<file path="src/rtl/uart_tx_if.sv">
// ---------------------------------------------------------------------------
// uart_tx_if -- byte handshake between a producer and the UART transmitter.
//
// Signals:
//   tx_data  [7:0]  byte to transmit, sampled only when tx_valid & tx_ready
//   tx_valid        producer has a byte; held until accepted
//   tx_ready        transmitter can accept a byte (idle)
//
// Modports:
//   master  producer side (drives tx_data / tx_valid)
//   slave   transmitter side (drives tx_ready)
// ---------------------------------------------------------------------------
interface uart_tx_if;
    logic [7:0] tx_data;
    logic       tx_valid;
    logic       tx_ready;

    modport master (
        output tx_data,
        output tx_valid,
        input  tx_ready
    );

    modport slave (
        input  tx_data,
        input  tx_valid,
        output tx_ready
    );
endinterface : uart_tx_if

</file>
<file path="src/rtl/uart_tx.sv">
// ---------------------------------------------------------------------------
// uart_tx -- 8-bit UART transmitter, LSB first, one stop bit.
//
// Frame: start(0), d0..d7, [even parity], stop(1); each bit lasts
// CLKS_PER_BIT clock cycles. The default build is 8N1 (10 bit periods).
// Defining the macro UART_TX_PARITY_EN inserts an even-parity bit between
// the last data bit and the stop bit (11 bit periods).
//
// Parameters:
//   CLKS_PER_BIT  clk cycles per serial bit, 2..65535 (5208 = 50 MHz/9600)
//
// Ports:
//   clk     clock, all state changes on the rising edge
//   rst     asynchronous active-low reset
//   tx_if   byte handshake (slave modport): tx_data, tx_valid, tx_ready
//   tx      serial output, idle high, driven straight from a flop
//   busy    high from the cycle after acceptance through the last stop cycle
// ---------------------------------------------------------------------------
module uart_tx #(
    parameter int CLKS_PER_BIT = 5208
) (
    input  logic          clk,
    input  logic          rst,
    uart_tx_if.slave      tx_if,
    output logic          tx,
    output logic          busy
);

    localparam int CNT_W = (CLKS_PER_BIT > 1) ? $clog2(CLKS_PER_BIT) : 1;
    localparam logic [CNT_W-1:0] CNT_MAX = CNT_W'(CLKS_PER_BIT - 1);

    typedef enum logic [2:0] {
        IDLE,
        START,
        DATA,
`ifdef UART_TX_PARITY_EN
        PARITY,
`endif
        STOP
    } state_t;

    state_t           state_q, state_d;
    logic [CNT_W-1:0] cnt_q, cnt_d;      // baud counter, 0..CLKS_PER_BIT-1
    logic [2:0]       idx_q, idx_d;      // data bit index, 0..7
    logic [7:0]       shift_q, shift_d;  // bit 0 is the data bit on the line
    logic             tx_q, tx_d;
`ifdef UART_TX_PARITY_EN
    logic             parity_q, parity_d;
`endif

    logic bit_done;
    logic accept;
    logic ready;

    assign bit_done = (cnt_q == CNT_MAX);
    assign accept   = (state_q == IDLE) && tx_if.tx_valid;

    // -----------------------------------------------------------------------
    // State register (and datapath registers)
    // -----------------------------------------------------------------------
    // NOTE: sequential state uses non-blocking (<=) so every flop samples
    // values from before the edge, regardless of statement order.
    // NOTE: the shift register is reset as well; it is a handful of flops,
    // not a memory, and a defined 0x00 after reset keeps the line predictable.
    always_ff @(posedge clk or negedge rst) begin
        if (!rst) begin
            state_q  <= IDLE;
            cnt_q    <= '0;
            idx_q    <= '0;
            shift_q  <= 8'h00;
            tx_q     <= 1'b1;
`ifdef UART_TX_PARITY_EN
            parity_q <= 1'b0;
`endif
        end else begin
            state_q  <= state_d;
            cnt_q    <= cnt_d;
            idx_q    <= idx_d;
            shift_q  <= shift_d;
            tx_q     <= tx_d;
`ifdef UART_TX_PARITY_EN
            parity_q <= parity_d;
`endif
        end
    end

    // -----------------------------------------------------------------------
    // Next-state logic
    // -----------------------------------------------------------------------
    // NOTE: every combinational output gets a default first, so no path
    // leaves it unassigned and no latch is inferred.
    always_comb begin
        state_d = state_q;
        unique case (state_q)
            IDLE:  if (accept)   state_d = START;
            START: if (bit_done) state_d = DATA;
            DATA: begin
                if (bit_done && idx_q == 3'd7) begin
`ifdef UART_TX_PARITY_EN
                    state_d = PARITY;
`else
                    state_d = STOP;
`endif
                end
            end
`ifdef UART_TX_PARITY_EN
            PARITY: if (bit_done) state_d = STOP;
`endif
            STOP:  if (bit_done) state_d = IDLE;
            default: state_d = IDLE;
        endcase
    end

    // -----------------------------------------------------------------------
    // Datapath and output logic
    // -----------------------------------------------------------------------
    always_comb begin
        cnt_d    = cnt_q;
        idx_d    = idx_q;
        shift_d  = shift_q;
`ifdef UART_TX_PARITY_EN
        parity_d = parity_q;
`endif
        if (state_q == IDLE) begin
            // Counters sit at zero while idle, so a frame always starts from
            // a clean bit boundary on acceptance.
            cnt_d = '0;
            idx_d = '0;
            if (accept) begin
                shift_d  = tx_if.tx_data;
`ifdef UART_TX_PARITY_EN
                parity_d = ^tx_if.tx_data;
`endif
            end
        end else if (bit_done) begin
            cnt_d = '0;
            if (state_q == DATA) begin
                idx_d   = idx_q + 3'd1;
                shift_d = {1'b0, shift_q[7:1]};
            end
        end else begin
            cnt_d = cnt_q + CNT_W'(1);
        end

        // The line level is chosen from the state being entered so the
        // registered tx changes exactly at the bit boundary.
        tx_d = 1'b1;
        unique case (state_d)
            IDLE:   tx_d = 1'b1;
            START:  tx_d = 1'b0;
            DATA:   tx_d = shift_d[0];
`ifdef UART_TX_PARITY_EN
            PARITY: tx_d = parity_d;
`endif
            STOP:   tx_d = 1'b1;
            default: tx_d = 1'b1;
        endcase
    end

    // Handshake status depends on state only, never on tx_valid.
    always_comb begin
        ready = (state_q == IDLE);
        busy  = (state_q != IDLE);
    end

    assign tx_if.tx_ready = ready;
    assign tx             = tx_q;

endmodule : uart_tx

</file>
<file path="src/flat_wrapper.sv">
// flat-port wrapper written by rule: the top's interface ports become plain ports
module uart_tx_flat 
#(
    parameter int CLKS_PER_BIT = 5208
)
  (clk, rst, tx, busy, tx_if_tx_data, tx_if_tx_valid, tx_if_tx_ready);
  uart_tx_if tx_if_i ();
  input  logic clk;
  input  logic rst;
  output logic tx;
  output logic busy;
  input wire logic [$bits(tx_if_i.tx_data)-1:0] tx_if_tx_data;
  input wire logic [$bits(tx_if_i.tx_valid)-1:0] tx_if_tx_valid;
  output wire logic [$bits(tx_if_i.tx_ready)-1:0] tx_if_tx_ready;
  assign tx_if_i.tx_data = tx_if_tx_data;
  assign tx_if_i.tx_valid = tx_if_tx_valid;
  assign tx_if_tx_ready = tx_if_i.tx_ready;
  uart_tx #(.CLKS_PER_BIT(CLKS_PER_BIT)) u_core (.clk(clk), .rst(rst), .tx_if(tx_if_i), .tx(tx), .busy(busy));
endmodule
</file>
<file path="config.mk">
export PLATFORM = sky130hd
export DESIGN_NAME = uart_tx_flat
export DESIGN_NICKNAME = d
export VERILOG_FILES = /design/src/rtl/uart_tx_if.sv /design/src/rtl/uart_tx.sv /design/src/flat_wrapper.sv
export SDC_FILE = /design/constraint.sdc
export NUM_CORES = 1
export LEC_CHECK = 0
export CORE_UTILIZATION = 55
export DETAILED_ROUTE_END_ITERATION = 8
export DONT_BUFFER_PORTS = 1
export MAX_ROUTING_LAYER = met4
export PLACE_DENSITY = 0.79
export SETUP_SLACK_MARGIN = 0.2
export SLEW_MARGIN = 20
export SYNTH_ARGS = -nofsm -noshare
export SYNTH_HDL_FRONTEND = slang
export SYNTH_SLANG_ARGS = --single-unit
</file>
<file path="constraint.sdc">
create_clock -name clk -period 2.2 [get_ports clk]
set_input_delay 0.66 -clock clk [delete_from_list [all_inputs] [get_ports clk]]
set_output_delay 0.66 -clock clk [all_outputs]
set_load 0.005 [all_outputs]
</file>
==> results by group <==
STA
  • Final Hold Fails: 0
  • RSZ-0062 raised after global routing: yes
  • Clk_skew: between 0.003 and 0.004 ns
  • # setup viols final: 0
  • Max Fclk: between 0.5 and 0.6 GHz
  • Final setup TNS: 0 ns
  • Slew Limit Fails: 0
  • Final period util: 89.4%
  • Final worst path period need: 1.97 ns

Synthesis
  • Yosys cell types: 35
  • Post-synth EDFFs: 0
  • Mapped Cells: 130
  • Post-synth design cell area: 1400 um^2
  • Commonest register cell after synthesis: dfrtp_1
  • Async set-reset flop share out of synthesis: 100%
  • Register area share after synthesis: 50.1%
  • YS warnings: 0
  • Register bit total from synthesis: 28
  • Post-Syn Nets: 144
  • Syn avg cell area: 10.8 um^2

Min path
  • Hold Crit Class: in2async

Pwr
  • P_leak: 0.706 nW
  • PwrDens: 635 nW/um^2
  • Total power: 0.00100 W
  • Peak VDD IR: between 0.4 and 0.5 mV

Floorplanning
  • Core Area: 2300 um^2
  • Die area: 2750 um^2
  • Die Span Y: 52.5 um
  • Starting Density: a little over 60%
  • Row count: 17
  • Num ports: 14
  • Die span in x: 52.5 um

Critical path
  • Critical Path Fanout Max: 6
  • R2R Path End: u_core.shift_q[6]
  • Crit path DAT: 2.18 ns
  • Worst r2r src: u_core.cnt_q[7]
  • Cells on worst reg2reg path: 4
  • Req. time, crit path: 2.41 ns
  • Crit Path Class: reg2reg
  • CP Launch Type: flip-flop
  • R2R Setup Slk: 0.23 ns
  • Worst setup EP type: flip-flop
  • CP startpoint: u_core.cnt_q[7]

Clocking
  • TritonCTS Buffers: 3
  • Worst-path clk slew: 0.14 ns
  • Root Buffer: clkbuf_4
  • H-Tree Depth: 1
  • CTS Buffer Depth: 2
  • # clock sinks: 28
  • Clock latency on the worst-skew pair: roughly 0.31 ns
  • CTS tree: built

Global route
  • Vias in the first global route: 1033
  • First-pass GRT wire length: 4440 um
  • Largest net degree at the start of global routing: 29
  • Initial antenna violation count: 0
  • Total grt overflow: 0
  • GRT Util Overall: 22.6%

Finish
  • Inserted Diodes: 0
  • Share of layout cells above drive strength 1: 26.1%
  • Most frequent cells in the layout: 26 x dfrtp_1, 19 x nor2_1, 9 x xnor2_1, 9 x buf_4, 7 x nand2_1
  • Most common cell after layout, fill and taps aside: dfrtp_1
  • Syn-to-layout area delta: 12.9%
  • Fillers: 166
  • Final net count: 157

Detailed routing
  • Met3 WL: 98 um
  • Final ANT Viol Nets: 0
  • DRT met1 WL: 1210 um
  • WL/cell: 14.6 um
  • Met2 wire len: 1160 um
  • Starting DRC count in detailed routing: 29
  • Top Metal Used: met4
  • Vias per inst: 5.89
  • DRT Wirelength: 2480 um
  • First-pass iteration count of the detailed router: 4
  • Via count: 1001
  • Drt drc: 0

Placement
  • PortBufs: 0
  • Post-DP HPWL: 1730 um
  • Placer Congestion: between 0.8 and 0.9

Run status
  • Status: completed

Run
  • Max-cap violations: 0
## worst max path at each step
| stage | slack [ns] | to | depth (start not counted) |
|---|---|---|---|
| 6_report | 0.23 | u_core.shift_q[6] | 4 |
| 5_1_grt | 0.14 | u_core.tx | 4 |
| 4_1_cts | 0.16 | u_core.tx | 4 |
| 3_5_place_dp | 0.13 | u_core.tx | 4 |
| 3_3_place_gp | 0.20 | u_core.tx | 4 |
| 2_1_floorplan | 0.26 | u_core.tx | 4 |
## sequential cells by signal (all words and copies together), names as in the netlist
name and flops:
u_core.cnt_q 13, u_core.idx_q 3, u_core.shift_q 8, u_core.state_q 3
u_core.tx 1
## kinds of logic (layout without fill, tap and decap cells)
group | after synthesis | count (layout) | synth area share [%]
AO/OA/AOI/OAI | 12 | 12 | 8.13
multiplexers | 5 | 5 | 3.93
buffers and inverters | 9 | 21 | 3.03
AND/OR/NAND/NOR | 61 | 61 | 25.0
flip-flops | 28 | 28 | 50.1
other | 1 | 1 | 0.268
adder cells (fa/ha/maj) | 3 | 3 | 2.68
XOR/XNOR | 11 | 11 | 6.88
## power breakdown
group          switching (W)  internal [W]
registers          0.0000473      0.000570
clock network       0.000141      0.000101
logic              0.0000698     0.0000751
## synthesized netlist by cell type (2+ instances only)
cell / count / share of area, %
xnor2_1: 9 / 5.6
and2_1: 6 / 2.7
o21ai_0: 2 / 0.71
dfrtp_1: 27 / 48
nor3_1: 4 / 1.4
a22o_2: 2 / 1.4
inv_1: 6 / 1.6
xor2_1: 2 / 1.3
nor2_1: 19 / 5.1
nor4_1: 4 / 1.8
ha_1: 3 / 2.7
nor4_4: 2 / 3.0
a221o_2: 6 / 4.8
mux2_2: 4 / 3.2
nand2b_1: 2 / 0.89
nand2_1: 7 / 1.9
nand3_1: 7 / 2.5
## metal layers
metal  up-vias  track usage [%]
li1        481                -
met2        29             34.2
met5         -                -
met4         0             8.33
met1       489             30.4
met3         2             4.06
## cell type report
type / count / area, um^2 / share of cell area, %
timing repair buffer: 11 / 97.6 / 6.17
clock buffer: 4 / 36.3 / 2.29
tap: 28 / 35.0 / 2.22
multi-input combinational: 93 / 687 / 43.4
sequential: 28 / 703 / 44.5
inverter: 6 / 22.5 / 1.42
## critical path, cell delays in order, from the launching register on
cell and delay (ns):
dfrtp_1 0.45, or4b_4 0.55, nor4_4 0.33, nor2_1 0.17, a221o_2 0.36
## stage by stage
| step | cells | util [%] | instance area, um^2 | hold WS (ns) | setup slack [ns] |
|---|---|---|---|---|---|
| floorplan | 130 | - | 1400 | 0.364 | 0.258 |
| global placement | 159 | 63.0 | 1450 | 0.365 | 0.197 |
| detailed placement | 159 | 63.0 | 1450 | 0.365 | 0.133 |
| CTS | 166 | 66.1 | 1520 | 0.000104 | 0.155 |
| global route | 170 | 68.8 | 1580 | 0.114 | 0.145 |
| finish | 170 | 68.8 | 1580 | 0.132 | 0.234 |
## repair_timing
item | in CTS | in global routing
setup buffers | 2 | 3
endpoints found under the hold margin | 1 | 26
endpoints found under the setup margin | 12 | 24
hold buffers | 1 | 1
pin swaps | 1 | 1
gates resized for setup | 3 | 5
Note: power is estimated with default switching activity, not from simulation.
